## src/rtl/wb_unified_mem_arbiter_if.sv

```systemverilog
// Bundle of the instruction, data and unified-memory Wishbone signals around the arbiter.
// The slave modport is the arbiter's view; the master modport is the surrounding core/memory view.
interface wb_unified_mem_arbiter_if;
    logic        ib_cyc_i;
    logic        ib_stb_i;
    logic [31:0] ib_adr_i;
    logic [31:0] ib_dat_o;
    logic        ib_ack_o;
    logic        ib_err_o;

    logic        db_cyc_i;
    logic        db_stb_i;
    logic        db_we_i;
    logic [3:0]  db_sel_i;
    logic [31:0] db_adr_i;
    logic [31:0] db_dat_i;
    logic [31:0] db_dat_o;
    logic        db_ack_o;
    logic        db_err_o;

    logic        m_cyc_o;
    logic        m_stb_o;
    logic        m_we_o;
    logic [3:0]  m_sel_o;
    logic [31:0] m_adr_o;
    logic [31:0] m_dat_o;
    logic [31:0] m_dat_i;
    logic        m_ack_i;
    logic        m_err_i;

    logic [1:0]  grant_o;

    modport slave (
        input  ib_cyc_i, ib_stb_i, ib_adr_i,
        output ib_dat_o, ib_ack_o, ib_err_o,
        input  db_cyc_i, db_stb_i, db_we_i, db_sel_i, db_adr_i, db_dat_i,
        output db_dat_o, db_ack_o, db_err_o,
        output m_cyc_o, m_stb_o, m_we_o, m_sel_o, m_adr_o, m_dat_o,
        input  m_dat_i, m_ack_i, m_err_i,
        output grant_o
    );

    modport master (
        output ib_cyc_i, ib_stb_i, ib_adr_i,
        input  ib_dat_o, ib_ack_o, ib_err_o,
        output db_cyc_i, db_stb_i, db_we_i, db_sel_i, db_adr_i, db_dat_i,
        input  db_dat_o, db_ack_o, db_err_o,
        input  m_cyc_o, m_stb_o, m_we_o, m_sel_o, m_adr_o, m_dat_o,
        output m_dat_i, m_ack_i, m_err_i,
        input  grant_o
    );
endinterface

```

## src/rtl/wb_unified_mem_arbiter.sv

```systemverilog
// Shares one unified-memory Wishbone port between the instruction and data buses,
// with bus locking per cycle and a per-transfer stall timeout that answers with an error.
module wb_unified_mem_arbiter #(
    parameter int DATA_PRIORITY  = 1,
    parameter int TIMEOUT_CYCLES = 64
) (
    input  logic                          clk,
    input  logic                          rst,
    wb_unified_mem_arbiter_if.slave       bus
);

    typedef enum logic [1:0] {
        IDLE  = 2'd0,
        OWN_I = 2'd1,
        OWN_D = 2'd2
    } state_t;

    localparam int CW      = (TIMEOUT_CYCLES > 0) ? $clog2(TIMEOUT_CYCLES + 1) : 1;
    localparam int TO_LAST = (TIMEOUT_CYCLES > 0) ? TIMEOUT_CYCLES - 1 : 0;

    state_t          r_state;
    state_t          w_nextState;
    logic            r_lastGrantDb;
    logic [CW-1:0]   r_timeoutCnt;
    logic            r_timeoutPend;

    logic            w_reqIb;
    logic            w_reqDb;
    logic            w_mStb;
    logic            w_stall;
    logic            w_timeoutHit;
    logic            w_pendNext;

    always_ff @(posedge clk or posedge rst) begin
        if (rst) begin
            r_state       <= IDLE;
            r_lastGrantDb <= 1'b0;
            r_timeoutCnt  <= '0;
            r_timeoutPend <= 1'b0;
        end else begin
            r_state       <= w_nextState;
            r_timeoutPend <= w_pendNext;
            if (r_state == IDLE && w_nextState != IDLE) begin
                r_lastGrantDb <= (w_nextState == OWN_D);
            end
            if (r_state == IDLE || bus.m_ack_i || bus.m_err_i) begin
                r_timeoutCnt <= '0;
            end else if (w_stall && r_timeoutCnt != {CW{1'b1}}) begin
                r_timeoutCnt <= r_timeoutCnt + 1'b1;
            end
        end
    end

    // While a timeout is pending the owner sees only the error and the slave sees the cycle dropped.
    always_comb begin
        w_nextState  = r_state;
        w_reqIb      = bus.ib_cyc_i & bus.ib_stb_i;
        w_reqDb      = bus.db_cyc_i & bus.db_stb_i;
        w_mStb       = 1'b0;
        bus.ib_dat_o = '0;
        bus.ib_ack_o = 1'b0;
        bus.ib_err_o = 1'b0;
        bus.db_dat_o = '0;
        bus.db_ack_o = 1'b0;
        bus.db_err_o = 1'b0;
        bus.m_cyc_o  = 1'b0;
        bus.m_stb_o  = 1'b0;
        bus.m_we_o   = 1'b0;
        bus.m_sel_o  = 4'h0;
        bus.m_adr_o  = '0;
        bus.m_dat_o  = '0;
        bus.grant_o  = 2'b00;

        case (r_state)
            IDLE: begin
                if (w_reqIb && w_reqDb) begin
                    if (DATA_PRIORITY != 0 || !r_lastGrantDb) begin
                        w_nextState = OWN_D;
                    end else begin
                        w_nextState = OWN_I;
                    end
                end else if (w_reqDb) begin
                    w_nextState = OWN_D;
                end else if (w_reqIb) begin
                    w_nextState = OWN_I;
                end
            end
            OWN_I: begin
                bus.grant_o  = 2'b01;
                bus.m_cyc_o  = bus.ib_cyc_i & ~r_timeoutPend;
                w_mStb       = bus.ib_stb_i & ~r_timeoutPend;
                bus.m_stb_o  = w_mStb;
                bus.m_sel_o  = 4'hF;
                bus.m_adr_o  = bus.ib_adr_i;
                bus.ib_dat_o = bus.m_dat_i;
                bus.ib_ack_o = bus.m_ack_i & ~bus.m_err_i & ~r_timeoutPend;
                bus.ib_err_o = bus.m_err_i | r_timeoutPend;
                if (r_timeoutPend || !bus.ib_cyc_i) begin
                    w_nextState = IDLE;
                end
            end
            OWN_D: begin
                bus.grant_o  = 2'b10;
                bus.m_cyc_o  = bus.db_cyc_i & ~r_timeoutPend;
                w_mStb       = bus.db_stb_i & ~r_timeoutPend;
                bus.m_stb_o  = w_mStb;
                bus.m_we_o   = bus.db_we_i;
                bus.m_sel_o  = bus.db_sel_i;
                bus.m_adr_o  = bus.db_adr_i;
                bus.m_dat_o  = bus.db_dat_i;
                bus.db_dat_o = bus.m_dat_i;
                bus.db_ack_o = bus.m_ack_i & ~bus.m_err_i & ~r_timeoutPend;
                bus.db_err_o = bus.m_err_i | r_timeoutPend;
                if (r_timeoutPend || !bus.db_cyc_i) begin
                    w_nextState = IDLE;
                end
            end
            default: begin
                w_nextState = IDLE;
            end
        endcase

        w_stall      = (r_state != IDLE) & w_mStb & ~bus.m_ack_i & ~bus.m_err_i;
        w_timeoutHit = (TIMEOUT_CYCLES != 0) && w_stall && (r_timeoutCnt == CW'(TO_LAST));
        w_pendNext   = w_timeoutHit && !r_timeoutPend && (w_nextState != IDLE);
    end

endmodule

```

## src/flat_wrapper.sv

```systemverilog
// flat-port wrapper written by rule: the top's interface ports become plain ports
module wb_unified_mem_arbiter_flat 
#(
    parameter int DATA_PRIORITY  = 1,
    parameter int TIMEOUT_CYCLES = 64
)
  (clk, rst, bus_ib_cyc_i, bus_ib_stb_i, bus_ib_adr_i, bus_ib_dat_o, bus_ib_ack_o, bus_ib_err_o, bus_db_cyc_i, bus_db_stb_i, bus_db_we_i, bus_db_sel_i, bus_db_adr_i, bus_db_dat_i, bus_db_dat_o, bus_db_ack_o, bus_db_err_o, bus_m_cyc_o, bus_m_stb_o, bus_m_we_o, bus_m_sel_o, bus_m_adr_o, bus_m_dat_o, bus_m_dat_i, bus_m_ack_i, bus_m_err_i, bus_grant_o);
  wb_unified_mem_arbiter_if bus_i ();
  input  logic clk;
  input  logic rst;
  input wire logic [$bits(bus_i.ib_cyc_i)-1:0] bus_ib_cyc_i;
  input wire logic [$bits(bus_i.ib_stb_i)-1:0] bus_ib_stb_i;
  input wire logic [$bits(bus_i.ib_adr_i)-1:0] bus_ib_adr_i;
  output wire logic [$bits(bus_i.ib_dat_o)-1:0] bus_ib_dat_o;
  output wire logic [$bits(bus_i.ib_ack_o)-1:0] bus_ib_ack_o;
  output wire logic [$bits(bus_i.ib_err_o)-1:0] bus_ib_err_o;
  input wire logic [$bits(bus_i.db_cyc_i)-1:0] bus_db_cyc_i;
  input wire logic [$bits(bus_i.db_stb_i)-1:0] bus_db_stb_i;
  input wire logic [$bits(bus_i.db_we_i)-1:0] bus_db_we_i;
  input wire logic [$bits(bus_i.db_sel_i)-1:0] bus_db_sel_i;
  input wire logic [$bits(bus_i.db_adr_i)-1:0] bus_db_adr_i;
  input wire logic [$bits(bus_i.db_dat_i)-1:0] bus_db_dat_i;
  output wire logic [$bits(bus_i.db_dat_o)-1:0] bus_db_dat_o;
  output wire logic [$bits(bus_i.db_ack_o)-1:0] bus_db_ack_o;
  output wire logic [$bits(bus_i.db_err_o)-1:0] bus_db_err_o;
  output wire logic [$bits(bus_i.m_cyc_o)-1:0] bus_m_cyc_o;
  output wire logic [$bits(bus_i.m_stb_o)-1:0] bus_m_stb_o;
  output wire logic [$bits(bus_i.m_we_o)-1:0] bus_m_we_o;
  output wire logic [$bits(bus_i.m_sel_o)-1:0] bus_m_sel_o;
  output wire logic [$bits(bus_i.m_adr_o)-1:0] bus_m_adr_o;
  output wire logic [$bits(bus_i.m_dat_o)-1:0] bus_m_dat_o;
  input wire logic [$bits(bus_i.m_dat_i)-1:0] bus_m_dat_i;
  input wire logic [$bits(bus_i.m_ack_i)-1:0] bus_m_ack_i;
  input wire logic [$bits(bus_i.m_err_i)-1:0] bus_m_err_i;
  output wire logic [$bits(bus_i.grant_o)-1:0] bus_grant_o;
  assign bus_i.ib_cyc_i = bus_ib_cyc_i;
  assign bus_i.ib_stb_i = bus_ib_stb_i;
  assign bus_i.ib_adr_i = bus_ib_adr_i;
  assign bus_ib_dat_o = bus_i.ib_dat_o;
  assign bus_ib_ack_o = bus_i.ib_ack_o;
  assign bus_ib_err_o = bus_i.ib_err_o;
  assign bus_i.db_cyc_i = bus_db_cyc_i;
  assign bus_i.db_stb_i = bus_db_stb_i;
  assign bus_i.db_we_i = bus_db_we_i;
  assign bus_i.db_sel_i = bus_db_sel_i;
  assign bus_i.db_adr_i = bus_db_adr_i;
  assign bus_i.db_dat_i = bus_db_dat_i;
  assign bus_db_dat_o = bus_i.db_dat_o;
  assign bus_db_ack_o = bus_i.db_ack_o;
  assign bus_db_err_o = bus_i.db_err_o;
  assign bus_m_cyc_o = bus_i.m_cyc_o;
  assign bus_m_stb_o = bus_i.m_stb_o;
  assign bus_m_we_o = bus_i.m_we_o;
  assign bus_m_sel_o = bus_i.m_sel_o;
  assign bus_m_adr_o = bus_i.m_adr_o;
  assign bus_m_dat_o = bus_i.m_dat_o;
  assign bus_i.m_dat_i = bus_m_dat_i;
  assign bus_i.m_ack_i = bus_m_ack_i;
  assign bus_i.m_err_i = bus_m_err_i;
  assign bus_grant_o = bus_i.grant_o;
  wb_unified_mem_arbiter #(.DATA_PRIORITY(DATA_PRIORITY), .TIMEOUT_CYCLES(TIMEOUT_CYCLES)) u_core (.clk(clk), .rst(rst), .bus(bus_i));
endmodule
```

## config.mk

```make
export PLATFORM = sky130hd
export DESIGN_NAME = wb_unified_mem_arbiter_flat
export DESIGN_NICKNAME = d
export VERILOG_FILES = /design/src/rtl/wb_unified_mem_arbiter_if.sv /design/src/rtl/wb_unified_mem_arbiter.sv /design/src/flat_wrapper.sv
export SDC_FILE = /design/constraint.sdc
export NUM_CORES = 1
export LEC_CHECK = 0
export ABC_AREA = 1
export CORE_AREA = 2 2 110 112
export CTS_CLUSTER_DIAMETER = 80
export DETAILED_ROUTE_END_ITERATION = 8
export DIE_AREA = 0 0 112 114
export MAX_ROUTING_LAYER = met4
export PLACE_DENSITY = 0.69
export SLEW_MARGIN = 20
export SYNTH_ARGS = -nofsm -noshare
export SYNTH_HDL_FRONTEND = slang
export SYNTH_SLANG_ARGS = --single-unit
export TNS_END_PERCENT = 5
```

## constraint.sdc

```tcl
create_clock -name clk -period 2.45 [get_ports clk]
set_input_delay 0.3675 -clock clk [delete_from_list [all_inputs] [get_ports clk]]
set_output_delay 0.3675 -clock clk [all_outputs]
set_load 0.05 [all_outputs]
```

==> out/results.env <==
POST-SYNTH-TOP-COUNT-CELL='sky130_fd_sc_hd__nand2_1'
SYN-CELL-AREA_UM2=2014
YOSYSSEQAREASHARE_PCT=12.42
SYNTHCELLS=430
DPL.CELL_COUNT=847
CP_MAX_FO=29
COUNT_OF_ANTENNA_VIOLATING_NETS_LEFT_AFTER_DETAILED_ROUTING=0
FLIP_FLOP_AND_LATCH_COUNT_AFTER_SYNTHESIS=10
ROUTED-VIA-COUNT=3431
SETUP_VIOL=0
FINAL_CORE_UTILIZATION_PCT=55.68
CTS-BUFFERS-INSERTED=3
NETLIST_TOP_CELLS_AREA='sky130_fd_sc_hd__nand2_1 (38%), sky130_fd_sc_hd__inv_1 (21%), sky130_fd_sc_hd__dfrtp_1 (12%)'
SYNTH_LARGEST_AREA_CELL='sky130_fd_sc_hd__nand2_1'
SYNTH_ENABLE_FLOP_CELLS=0
SETUP_REPAIR_AFTER_GLOBAL_ROUTING_MISSED_ITS_MARGIN='true'
SYNTH-SIMPLE-AREA-SHARE_PCT=45.22
CORE_AREA_UM2=11710
DP_HPWL_UM=9884
DIE_H_UM=114
TRITONCTS_CLOCK_TREE='built'
DRT-TOTAL-WL_UM=11550
SYN-NUM-NETS=578
POST_SYNTH_XOR_AREA_FRACTION_PCT=0.8696
FINAL_MIN_PERIOD_OVER_CLOCK_PERIOD_PCT=95.14
WORST-SLEW-PIN-TRANSITION_NS=0.5509
SETUP_TOTAL_NEGATIVE_SLACK_NS=0
POST-ROUTE-DRC-COUNT=0
FRACTION_OF_POST_SYNTHESIS_CELL_AREA_IN_THE_TOP_CELL_TYPE_BY_AREA_PCT=38.01
NUMBER_OF_DRC_MARKERS_IN_ITERATION_0=246
INITIAL_STANDARD_CELL_UTILIZATION_OF_THE_CORE_PCT=17.20
MAX_CAP_VIOLATIONS=0
CTS.PATH.MAX_BUFFERS=2
DR.PASS1.ITERS=6
REGAREA_UM2=250.2
STARTPOINT_TYPE='flop'
MAXSLEWHEADROOM_PCT=63.16
VIA_COUNT_OF_THE_FIRST_GLOBAL_ROUTING_PASS=3314
YOSYS_WARNINGS=0
LAYOUT_SETUP_WS_NS=0.1190
SYNTH-ADDER-AREA-SHARE_PCT=4.348
N_FILL_CELL=1024
FINCLKSKEW_NS=0.002348
BOUNDARYPINS=282
CELLPOWERDENSITY_nW_PER_UM2=993.7
LAYOUT.CELLS.NON_FILLER=851
TYPE_OF_THE_WORST_SETUP_PATH='flop to output port'
TIMING.HOLD.WORST.CLASS='input port to asynchronous set/reset pin'
YS_ASYNC_SR_FRACTION_PCT=100.0
NUMBER_OF_INPUT_AND_OUTPUT_PORT_BUFFERS_INSERTED=281
ANTENNADIODECOUNT=0
CLK_LATENCY_NS=0.24
WIRE_LENGTH_OF_THE_FIRST_GLOBAL_ROUTING_PASS_UM=17690
FINALCRITICALPERIOD_NS=2.331
ROUTEDWLPERCELL_UM=13.57
GLOBAL_ROUTE.OVERFLOW_TOTAL=0
RR_ENDPOINT='u_core.r_timeoutCnt[1]'
SIGNAL_ARRIVAL_TIME_AT_THE_WORST_ENDPOINT_NS=1.96
AREA_DELTA_SYNTH_FINAL_PCT=223.7
FINISH.NET_COUNT=853
STATUS='complete, no violations'
POST_SYNTH.CELL_AREA_AVG_UM2=4.685
DRIVE_ABOVE_1_SHARE_PCT=23.15
DIE_OUTLINE_AREA_UM2=12770
GR-USAGE-ALL-LAYERS_PCT=17.68
MULTI_INPUT_GATE_AREA_IN_THE_FINAL_LAYOUT_UM2=1237
IRDROPWORSTVDD_mV=0.6489
NUM_ROWS=40
RR_STARTPOINT='u_core.r_state[0]'
TIMING.CRITICAL_PATH.REQUIRED_NS=2.08
PLACE.GP.CONGESTION=0.8547
CTS.SINKS=10
MAXSLEWVIOLCOUNT=0
GRT_MAX_DEGREE=36
POWER.LEAKAGE_nW=3.374
SYNTH_TOP_FAMILY_BY_AREA='simple AND/OR/NAND/NOR gates'
PRE_CTS_WS_NS=0.3762
REG_TO_REG_SLACK_SETUP_NS=0.64
WORST_R2R_PATH_DEPTH=11
CTS-HTREE-LEVELS=1
HOLD_VIOL=0
WORSTSETUPENDPOINTTYPE='output port'
ROOT_CELL_OF_THE_CLOCK_TREE='sky130_fd_sc_hd__clkbuf_16'
TOTAL_POWER_mW=6.480
ACHIEVABLE-FREQUENCY_GHz=0.4290
DIE_W_UM=112
CTSHOLDBUFFERS=0
CLKSLEWWORSTSETUPHOLDPATHS_NS=0.04
SYNTH_COMPOUND_GATE_AREA_SHARE_PCT=9.689
SYNTH_CELL_TYPES=18
NUMBER_OF_ANTENNA_VIOLATIONS_AT_THE_FIRST_CHECK_IN_GLOBAL_ROUTING=0
POST_SYNTH_MUX_AREA_SHARE_PCT=0
DOMINANTREGCELLSYNTH='sky130_fd_sc_hd__dfrtp_1'
SYNTH_TOP_CELLS_BY_COUNT='sky130_fd_sc_hd__nand2_1 (204), sky130_fd_sc_hd__inv_1 (115), sky130_fd_sc_hd__a21oi_1 (39)'
DRT-VIAS-PER-INSTANCE=4.032
## report_power, final
part | leakage (nW) | switching (mW) | total [mW] | internal [mW]
Combinational | 3.19 | 3.40 | 5.95 | 2.55
Sequential | 0.138 | 0.0250 | 0.205 | 0.180
Clock | 0.0442 | 0.0772 | 0.323 | 0.246
Total | 3.37 | 3.50 | 6.48 | 2.98
## area by class of cell
type                            instances  area share, %
Sequential cell                        10          3.837
Timing Repair Buffer                  291          66.16
Multi-Input combinational cell        280          18.98
Tap cell                              147          2.820
Inverter                              119          6.850
Clock buffer                            4          1.362
## state kept, by name, summed over array words and instances, names as in the netlist
name	cells
u_core.r_timeoutPend	1
u_core.r_timeoutCnt	7
u_core.r_state	2
## cell usage in the layout, fill, tap and decap left out, types with 2 or more instances in the layout
| master | netlist | final |
|---|---|---|
| sky130_fd_sc_hd__a21oi_1 | 39 | 36 |
| sky130_fd_sc_hd__a21oi_2 | 0 | 3 |
| sky130_fd_sc_hd__buf_12 | 0 | 142 |
| sky130_fd_sc_hd__buf_4 | 3 | 8 |
| sky130_fd_sc_hd__clkbuf_16 | 0 | 3 |
| sky130_fd_sc_hd__clkdlybuf4s50_1 | 0 | 141 |
| sky130_fd_sc_hd__clkinv_1 | 2 | 2 |
| sky130_fd_sc_hd__dfrtp_1 | 10 | 10 |
| sky130_fd_sc_hd__ha_1 | 7 | 5 |
| sky130_fd_sc_hd__inv_1 | 115 | 115 |
| sky130_fd_sc_hd__inv_2 | 2 | 2 |
| sky130_fd_sc_hd__nand2_1 | 204 | 204 |
| sky130_fd_sc_hd__nand3_1 | 13 | 13 |
| sky130_fd_sc_hd__nand4_1 | 3 | 3 |
| sky130_fd_sc_hd__nor2_1 | 9 | 9 |
| sky130_fd_sc_hd__xor2_1 | 2 | 2 |
## per-layer routing
metal  vias up  GRT usage, %  wire, um
met5         -             -         0
met3        20         2.391       715
met2       170         31.23      5902
met1      1474         21.48      4651
met4         0         4.228       282
li1       1767             -         -
## worst max-delay path, stage by stage (launching register included)
cell,delay [ns]
sky130_fd_sc_hd__dfrtp_1,0.43
sky130_fd_sc_hd__inv_1,0.14
sky130_fd_sc_hd__ha_1,0.34
sky130_fd_sc_hd__clkinv_1,0.09
sky130_fd_sc_hd__buf_4,0.24
sky130_fd_sc_hd__a21oi_1,0.28
sky130_fd_sc_hd__buf_12,0.18
## stage by stage
stage               instance area, um2  hold slack, ns
floorplan                         2014          0.2077
global placement                  6421          0.5018
detailed placement                6421          0.5089
CTS                               6510          0.4504
global route                      6521          0.4796
finish                            6521          0.4344
## kinds of logic (layout without fill, tap and decap cells)
| logic type | Yosys count | in the layout |
|---|---|---|
| flops | 10 | 10 |
| buf+inv | 140 | 414 |
| simple gates | 232 | 232 |
| compound gates | 39 | 39 |
| fa+ha+maj | 7 | 7 |
| xor+xnor | 2 | 2 |
## how the worst max path moves through the flow
stage                            startpoint  cells past startpoint  slack (ns)         endpoint
after CTS                 u_core.r_state[1]                      6        0.12  bus_m_adr_o[13]
after detailed placement  u_core.r_state[1]                      6        0.38  bus_m_adr_o[27]
after floorplan           u_core.r_state[0]                      5        0.14   bus_m_adr_o[0]
after global routing      u_core.r_state[0]                      6      -0.008  bus_m_adr_o[28]
after global placement    u_core.r_state[1]                      6        0.41  bus_m_adr_o[13]
final                     u_core.r_state[0]                      6        0.12  bus_m_adr_o[27]
## what timing repair did
action,4_1_cts,5_1_grt
resized for setup,0,3
buffers inserted,0,0
hold endpoints to repair,0,0
endpoints found under the setup margin,0,5
No activity file was read; power rests on OpenSTA's default activity.
